**src/rtl/dma_pkg.sv**
```systemverilog
// Shared definitions for the dma_engine register file, FSM and arbiter.
// Optional macro DMA_IRQ_EN enables the DONE & IE interrupt output.
package dma_pkg;

   localparam int unsigned SRC_OFF  = 0;
   localparam int unsigned DEST_OFF = 8;
   localparam int unsigned SIZE_OFF = 16;
   localparam int unsigned CTL_OFF  = 24;

   localparam int unsigned CTL_START = 0;
   localparam int unsigned CTL_DONE  = 1;
   localparam int unsigned CTL_BUSY  = 2;
   localparam int unsigned CTL_IE    = 3;

   localparam int unsigned SIZE_W = 16;

   typedef enum logic [2:0] {
      IDLE,
      CHECK,
      RD,
      WR,
      FINISH
   } dma_state_t;

   typedef enum logic [2:0] {
      SEL_NONE,
      SEL_SRC,
      SEL_DEST,
      SEL_SIZE,
      SEL_CTL
   } reg_sel_t;

   function automatic int unsigned idx_width(int unsigned n);
      return (n > 1) ? $clog2(n) : 1;
   endfunction

endpackage

```
**src/rtl/dma_rr_arb.sv**
```systemverilog
// Combinational round-robin picker: lowest requesting index at or after ptr_i,
// wrapping modulo NCHAN.
module dma_rr_arb
   import dma_pkg::*;
#(
   parameter int unsigned NCHAN = 4,
   parameter int unsigned IDX_W = 2
) (
   input  logic [NCHAN-1:0] req_i,
   input  logic [IDX_W-1:0] ptr_i,
   output logic [NCHAN-1:0] gnt_o,
   output logic [IDX_W-1:0] idx_o,
   output logic             valid_o
);

   int unsigned c;

   always_comb begin
      gnt_o   = '0;
      idx_o   = '0;
      valid_o = 1'b0;
      c       = 0;
      for (int unsigned i = 0; i < NCHAN; i++) begin
         c = 32'(ptr_i) + i;
         if (c >= NCHAN) begin
            c = c - NCHAN;
         end
         if (!valid_o && req_i[c[IDX_W-1:0]]) begin
            valid_o                = 1'b1;
            gnt_o[c[IDX_W-1:0]]    = 1'b1;
            idx_o                  = c[IDX_W-1:0];
         end
      end
   end

endmodule

```
**src/rtl/dma_engine.sv**
```systemverilog
// Multi-channel memory-to-memory DMA with MMIO channel registers and one bus master.
// Define DMA_IRQ_EN to drive irq from OR(DONE & IE); otherwise irq is tied low.
module dma_engine
   import dma_pkg::*;
#(
   parameter int unsigned NCHAN       = 4,
   parameter logic [47:0] MMIO_BASE   = 48'h1000140,
   parameter int unsigned CHAN_STRIDE = 32,
   parameter int unsigned ADDR_W      = 48,
   parameter int unsigned DATA_W      = 64
) (
   input  logic              clk,
   input  logic              rst_n,
   input  logic [47:0]       mmio_addr,
   input  logic [DATA_W-1:0] mmio_wdata,
   output logic [DATA_W-1:0] mmio_rdata,
   input  logic              mmio_re,
   input  logic              mmio_we,
   output logic [ADDR_W-1:0] mem_addr,
   output logic [DATA_W-1:0] mem_wdata,
   input  logic [DATA_W-1:0] mem_rdata,
   output logic              mem_req,
   output logic              mem_we,
   input  logic              mem_ack,
   output logic              irq
);

   localparam int unsigned       IDX_W = idx_width(NCHAN);
   localparam logic [ADDR_W-1:0] STEP  = ADDR_W'(DATA_W / 8);

   logic [ADDR_W-1:0] src_q  [NCHAN];
   logic [ADDR_W-1:0] src_d  [NCHAN];
   logic [ADDR_W-1:0] dst_q  [NCHAN];
   logic [ADDR_W-1:0] dst_d  [NCHAN];
   logic [SIZE_W-1:0] size_q [NCHAN];
   logic [SIZE_W-1:0] size_d [NCHAN];
   logic [NCHAN-1:0]  start_q, start_d;
   logic [NCHAN-1:0]  done_q,  done_d;
   logic [NCHAN-1:0]  busy_q,  busy_d;
   logic [NCHAN-1:0]  ie_q,    ie_d;

   dma_state_t        state_q;
   logic [IDX_W-1:0]  gnt_q;
   logic [IDX_W-1:0]  ptr_q;
   logic [ADDR_W-1:0] cur_src_q;
   logic [ADDR_W-1:0] cur_dst_q;
   logic [SIZE_W-1:0] rem_q;
   logic              mem_req_q;
   logic              mem_we_q;
   logic [ADDR_W-1:0] mem_addr_q;
   logic [DATA_W-1:0] mem_wdata_q;
   logic [DATA_W-1:0] rdata_q;

   reg_sel_t          sel;
   logic [IDX_W-1:0]  sel_ch;
   logic [DATA_W-1:0] rd_val;
   logic [NCHAN-1:0]  arb_gnt;
   logic [IDX_W-1:0]  arb_idx;
   logic              arb_valid;
   logic              wr_c;
   logic              locked;

   function automatic logic [47:0] reg_addr(int unsigned ch, int unsigned off);
      return MMIO_BASE + 48'(ch * CHAN_STRIDE) + 48'(off);
   endfunction

   dma_rr_arb #(
      .NCHAN (NCHAN),
      .IDX_W (IDX_W)
   ) u_arb (
      .req_i   (start_q),
      .ptr_i   (ptr_q),
      .gnt_o   (arb_gnt),
      .idx_o   (arb_idx),
      .valid_o (arb_valid)
   );

   // Exact-match decode: misaligned or out-of-window addresses select nothing.
   always_comb begin
      sel    = SEL_NONE;
      sel_ch = '0;
      for (int unsigned c = 0; c < NCHAN; c++) begin
         if (mmio_addr == reg_addr(c, SRC_OFF)) begin
            sel    = SEL_SRC;
            sel_ch = IDX_W'(c);
         end else if (mmio_addr == reg_addr(c, DEST_OFF)) begin
            sel    = SEL_DEST;
            sel_ch = IDX_W'(c);
         end else if (mmio_addr == reg_addr(c, SIZE_OFF)) begin
            sel    = SEL_SIZE;
            sel_ch = IDX_W'(c);
         end else if (mmio_addr == reg_addr(c, CTL_OFF)) begin
            sel    = SEL_CTL;
            sel_ch = IDX_W'(c);
         end
      end
   end

   always_comb begin
      rd_val = '0;
      case (sel)
         SEL_SRC:  rd_val = DATA_W'(src_q[sel_ch]);
         SEL_DEST: rd_val = DATA_W'(dst_q[sel_ch]);
         SEL_SIZE: rd_val = DATA_W'(size_q[sel_ch]);
         SEL_CTL:  rd_val = DATA_W'({ie_q[sel_ch], busy_q[sel_ch],
                                     done_q[sel_ch], start_q[sel_ch]});
         default:  rd_val = '0;
      endcase
   end

   // FSM completion overrides MMIO on START/DONE, except a START written
   // in the FINISH cycle survives so the channel re-arbitrates.
   always_comb begin
      src_d   = src_q;
      dst_d   = dst_q;
      size_d  = size_q;
      start_d = start_q;
      done_d  = done_q;
      busy_d  = busy_q;
      ie_d    = ie_q;
      wr_c    = 1'b0;
      locked  = 1'b0;
      for (int unsigned c = 0; c < NCHAN; c++) begin
         wr_c   = mmio_we && (sel_ch == IDX_W'(c));
         locked = start_q[c] | busy_q[c];
         if (wr_c && !locked) begin
            case (sel)
               SEL_SRC:  src_d[c]  = mmio_wdata[ADDR_W-1:0];
               SEL_DEST: dst_d[c]  = mmio_wdata[ADDR_W-1:0];
               SEL_SIZE: size_d[c] = mmio_wdata[SIZE_W-1:0];
               default:  ;
            endcase
         end
         if (wr_c && (sel == SEL_CTL)) begin
            start_d[c] = start_q[c] | mmio_wdata[CTL_START];
            done_d[c]  = done_q[c] & ~mmio_wdata[CTL_DONE];
            ie_d[c]    = mmio_wdata[CTL_IE];
         end
         if ((state_q == FINISH) && (gnt_q == IDX_W'(c))) begin
            start_d[c] = wr_c && (sel == SEL_CTL) && mmio_wdata[CTL_START];
            busy_d[c]  = 1'b0;
            done_d[c]  = 1'b1;
         end
         if ((state_q == IDLE) && arb_gnt[c]) begin
            busy_d[c] = 1'b1;
         end
      end
   end

   always_ff @(posedge clk or negedge rst_n) begin
      if (!rst_n) begin
         for (int unsigned c = 0; c < NCHAN; c++) begin
            src_q[c]  <= '0;
            dst_q[c]  <= '0;
            size_q[c] <= '0;
         end
         start_q <= '0;
         done_q  <= '0;
         busy_q  <= '0;
         ie_q    <= '0;
      end else begin
         src_q   <= src_d;
         dst_q   <= dst_d;
         size_q  <= size_d;
         start_q <= start_d;
         done_q  <= done_d;
         busy_q  <= busy_d;
         ie_q    <= ie_d;
      end
   end

   always_ff @(posedge clk or negedge rst_n) begin
      if (!rst_n) begin
         rdata_q <= '0;
      end else if (mmio_re) begin
         rdata_q <= rd_val;
      end
   end

   always_ff @(posedge clk or negedge rst_n) begin
      if (!rst_n) begin
         state_q     <= IDLE;
         gnt_q       <= '0;
         ptr_q       <= '0;
         cur_src_q   <= '0;
         cur_dst_q   <= '0;
         rem_q       <= '0;
         mem_req_q   <= 1'b0;
         mem_we_q    <= 1'b0;
         mem_addr_q  <= '0;
         mem_wdata_q <= '0;
      end else begin
         case (state_q)
            IDLE: begin
               if (arb_valid) begin
                  gnt_q     <= arb_idx;
                  cur_src_q <= src_q[arb_idx];
                  cur_dst_q <= dst_q[arb_idx];
                  rem_q     <= size_q[arb_idx];
                  state_q   <= CHECK;
               end
            end
            CHECK: begin
               if (rem_q == '0) begin
                  state_q <= FINISH;
               end else begin
                  mem_req_q  <= 1'b1;
                  mem_we_q   <= 1'b0;
                  mem_addr_q <= cur_src_q;
                  state_q    <= RD;
               end
            end
            RD: begin
               // mem_wdata_q doubles as the read-to-write buffer.
               if (mem_ack) begin
                  mem_wdata_q <= mem_rdata;
                  mem_we_q    <= 1'b1;
                  mem_addr_q  <= cur_dst_q;
                  state_q     <= WR;
               end
            end
            WR: begin
               if (mem_ack) begin
                  mem_req_q <= 1'b0;
                  mem_we_q  <= 1'b0;
                  cur_src_q <= cur_src_q + STEP;
                  cur_dst_q <= cur_dst_q + STEP;
                  rem_q     <= rem_q - 1'b1;
                  state_q   <= CHECK;
               end
            end
            FINISH: begin
               ptr_q   <= (gnt_q == IDX_W'(NCHAN - 1)) ? '0 : gnt_q + 1'b1;
               state_q <= IDLE;
            end
            default: state_q <= IDLE;
         endcase
      end
   end

   assign mmio_rdata = rdata_q;
   assign mem_req    = mem_req_q;
   assign mem_we     = mem_we_q;
   assign mem_addr   = mem_addr_q;
   assign mem_wdata  = mem_wdata_q;

`ifdef DMA_IRQ_EN
   logic irq_q;

   always_ff @(posedge clk or negedge rst_n) begin
      if (!rst_n) begin
         irq_q <= 1'b0;
      end else begin
         irq_q <= |(done_d & ie_d);
      end
   end

   assign irq = irq_q;
`else
   assign irq = 1'b0;
`endif

endmodule

```
**config.mk**
```make
export PLATFORM = sky130hd
export DESIGN_NAME = dma_engine
export DESIGN_NICKNAME = d
export VERILOG_FILES = /design/src/rtl/dma_pkg.sv /design/src/rtl/dma_rr_arb.sv /design/src/rtl/dma_engine.sv
export SDC_FILE = /design/constraint.sdc
export NUM_CORES = 2
export LEC_CHECK = 0
export ABC_AREA = 1
export CAP_MARGIN = 20
export CORE_UTILIZATION = 59
export CTS_CLUSTER_SIZE = 24
export DETAILED_ROUTE_END_ITERATION = 12
export PLACE_DENSITY = 0.81
export SLEW_MARGIN = 10
export SYNTH_ARGS = -nofsm -noshare
export SYNTH_HDL_FRONTEND = slang
export SYNTH_SLANG_ARGS = --single-unit
```
**constraint.sdc**
```tcl
create_clock -name clk -period 3.3 [get_ports clk]
set_input_delay 0.825 -clock clk [delete_from_list [all_inputs] [get_ports clk]]
set_output_delay 0.825 -clock clk [all_outputs]
set_load 0.05 [all_outputs]
```
==> flow_results.org <==
** Run status
- Run status :: complete, no violations

** Power and ir drop
- In this run the static leakage power is 23.5 nW.
- The completed layout was analyzed and its total power is 21.8 mW.
- Highest ir drop seen on vdd :: 493 uV
- Ratio of total power to cell area :: 447 nW/um^2

** Worst setup path
- Among all stages on the critical path, the largest delay is contributed by dfrtp_2.
- The number of buffers and inverters on the critical path is 4.
- Type of element launching the critical path :: flip-flop
- In this design, the stage delay of the slowest critical-path cell is 440 ps.
- Worst-path cell chain :: inv_1 -> ha_1 -> inv_1 -> nor2_1 -> a21oi_1 -> nand2_1 -> nor2_1 -> nand2_2 -> nor2_1 -> inv_1 -> nand2_4 -> buf_16 -> nand2_1 -> o21ai_1 -> nand2_1 -> a21oi_1
- CP arrival :: 3650 ps
- Crit Path Max Fanout :: 50
- The critical path is of the flip-flop to flip-flop type.
- Data on the critical path is required at its endpoint by 3850 ps.
- STA classifies the critical path endpoint as a flip-flop.
- CP top delay family :: simple AND/OR/NAND/NOR gates

** Route
- Drt drc :: 0
- The first routing iteration left 5071 violations.
- Dividing the detail-routed via count by the number of cells gives 5.86.
- Final routed wire length divided by cell count :: 19.4 um
- Across all layers, the routed design uses 39698 vias.
- For this block, the routed nets add up to 131 mm of wire.
- The detail route stage leaves a number of antenna-violating nets equal to 0.
- Number of search-and-repair iterations in the first detailed-routing pass :: 7

** CTS
- The clock passes through at most 3 buffers.
- CTS clk-pin slew, worst paths :: 70 ps
- Clock latency of the later-clocked register in the worst-skew pair :: 640 ps
- CTS H-tree lvls :: 3
- Buffer cell driving the clock tree root :: clkbuf_16
- For this design, the sink count on the clock tree is 745.
- The number of clock buffers added by TritonCTS is 79.
- Once the clock tree was built, the setup fixing pass inserted 0 buffers.
- TritonCTS built the clock tree.

** GRT
- For this run, global-route usage on met3 was measured as 0.0933.
- Global-route wire length before repair :: 206 mm
- In the global route stage, met2 resource usage came out at 0.564.
- Maximum number of pins on one net before global-route repair :: 110
- Antenna violations before repair :: 5
- Total gr overflow :: 0
- Vias in the first global route :: 37554
- For this run, the total global-route usage over all layers was measured as 0.376.
- Highest-utilization routing layer at the global route stage :: met2
- For met1 alone, demand over resource in global routing was 0.523.

** Cells and area
- Antenna diode instance count :: 0
- Area added between synthesis and finish :: 20.8%
- The count of cells in the finished layout, fillers not included, comes to 6779.
- Final Instance Area :: 48800 sq um
- In the final design database the tool counted 6039 nets.
- Finished Core Util :: 0.724
- Of the cells placed in the final design, the portion with a size suffix greater than 1 is 0.0867.

** STA
- Dividing the final minimum period by the clock period gives 0.941.
- Setup violations remaining at the end of the flow were counted as 0.
- In this run the tightest slew margin relative to its limit is 0.440.
- Slew at the pin closest to its max-slew limit :: 839 ps
- On the final layout, the worst clock skew is 21.1 ps.
- After layout, the minimum clock period comes to 3110 ps.
- RSZ-0062 raised after global routing :: false
- FMAX :: 322 MHz
- The number of hold violations in the final report came to 0.
- Pins over their slew limit :: 0

** Synth
- In the synthesized netlist, the number of instances is 5522.
- Yosys top cell by area :: dfrtp_1
- Yosys cell types :: 48
- By count the netlist is led by 2132 x nand2_1, 745 x dfrtp_1, 381 x o21ai_1.
- Yosys printed 0 warnings.
- FF+latch count, synth :: 745
- Among all flip-flop cells after synthesis, the most frequent one is dfrtp_1.
- Synth top area cells :: dfrtp_1 46%, nand2_1 20%, o21ai_1 4.7%
- In this run the cell area of the synthesized design comes to 40400 sq um.
- Seq/Total Area, Yosys :: 0.462
- Post-synth EDFFs :: 0
- Each instance of the synthesized netlist takes up on average 7.31 sq um.
- Post-synthesis async set-or-reset flop share :: 1.00
- The share of synthesized area in the top cell type comes to 0.462.
- nand2_1 is the most common cell in the netlist.

** Placement
- Once placement finished, the instance area stood at 45900 sq um.
- In this run the tool buffered the top-level ports with 326 buffer cells.
- Detailed placement ended at an HPWL of 88.2 mm.
- Once placement completed, the tool counted placed cells totaling 6633.
- At the end of routability-driven placement, the weighted congestion stood at 0.949.

** Floorplanning
- The core region is 67400 sq um.
- The floorplan has 95 rows.
- Pin placement for this block handled 360 I/O pins.
- DIE AREA :: 69500 sq um
- For this configuration, the core starts out at a cell density of 0.599.
- Vertical die dimension :: 264 um
- Die span in x :: 264 um

** Worst hold path
- Tightest Hold Check Type :: primary input to async pin

** Run
- The tool flagged a number of max-cap violations equal to 0.
## cells in the final DEF (no fill, tap or decap), types with 7 or more instances in the layout
cell type and instances:
inv_2 13, o21ai_0 233, or2_1 7, buf_4 166
nand2_2 9, buf_12 68, clkbuf_1 16, nor3_1 48
xor2_1 58, clkinv_2 12, bufinv_16 8, or2_0 30
nand3_1 266, inv_1 339, nand2_1 2123, or2_2 13
mux2_2 64, nand2_4 10, xnor2_1 10, conb_1 17
o21a_1 40, clkdlybuf4s50_1 325, ha_1 15, clkbuf_8 17
nand3b_1 21, a21oi_1 164, nor2_1 373, a31oi_1 7
nand4_1 83, o21ai_1 380, o211ai_1 62, nor4_1 15
dfrtp_1 743, clkbuf_16 81
## per-stage QoR
step	TNS (ps)	setup slack [ps]	hold slack, ps
3_3_place_gp	-106030	-360	455
6_report	0	194	127
3_5_place_dp	-110420	-365	459
5_1_grt	0	0.948	161
2_1_floorplan	0	573	442
4_1_cts	0	120	139
## cell families after synthesis
logic type,count (synthesis),synth area share
DFF,745,0.462
adders and majority gates,15,0.00465
xor gates and xnor gates,68,0.0148
other,1,0.0000929
and+or+nand+nor,3025,0.306
muxes,68,0.0188
AOI/OAI and AO/OA,900,0.119
buffers and inverters,700,0.0751
## state kept, by name, summed over array words and instances (netlist names), 3 cells and up
signal	cells
src_q	192
state_q	3
ie_q	4
done_q	4
cur_src_q	48
size_q	64
cur_dst_q	48
busy_q	4
dst_q	192
mem_wdata	64
mmio_rdata	48
start_q	4
mem_addr	48
rem_q	16
## layer usage
metal  up-vias  wire [um]
li1      18361          -
met4         8       5220
met5         -         47
met1     18572      52600
met2      2357      57200
met3       400      16200
## cell type report
type	count	area, sq um
Clock buffer	112	2270
Clock inverter	32	430
Fill cell	5206	18600
Inverter	356	1350
Multi-Input combinational cell	4093	18900
Sequential cell	745	18600
Tap cell	873	1090
Timing Repair Buffer	568	6060
## what timing repair did
item / CTS / global route
gates resized for setup: 0 / 19
endpoints found under the setup margin: 0 / 115
hold buffers: 0 / 0
## final timing paths
| path | start | end | slack (ps) | cells after the start |
|---|---|---|---|---|
| min reg2reg | mem_we | mem_we | 470 | 2 |
| max in group asynchronous | rst_n | size_q[7] | 2130 | 2 |
| max | ptr_q[0] | cur_src_q[20] | 190 | 16 |
| max reg2reg | ptr_q[0] | cur_src_q[20] | 190 | 16 |
| min | rst_n | cur_src_q[4] | 130 | 1 |
| min in group clk | mem_we | mem_we | 470 | 2 |
## where the power goes
group	internal [mW]	leakage, nW	switching (mW)
clock	5.46	1.32	3.85
combinational	0.989	11.8	1.98
sequential	9.40	10.4	0.137
(Power assumes the default switching activity.)
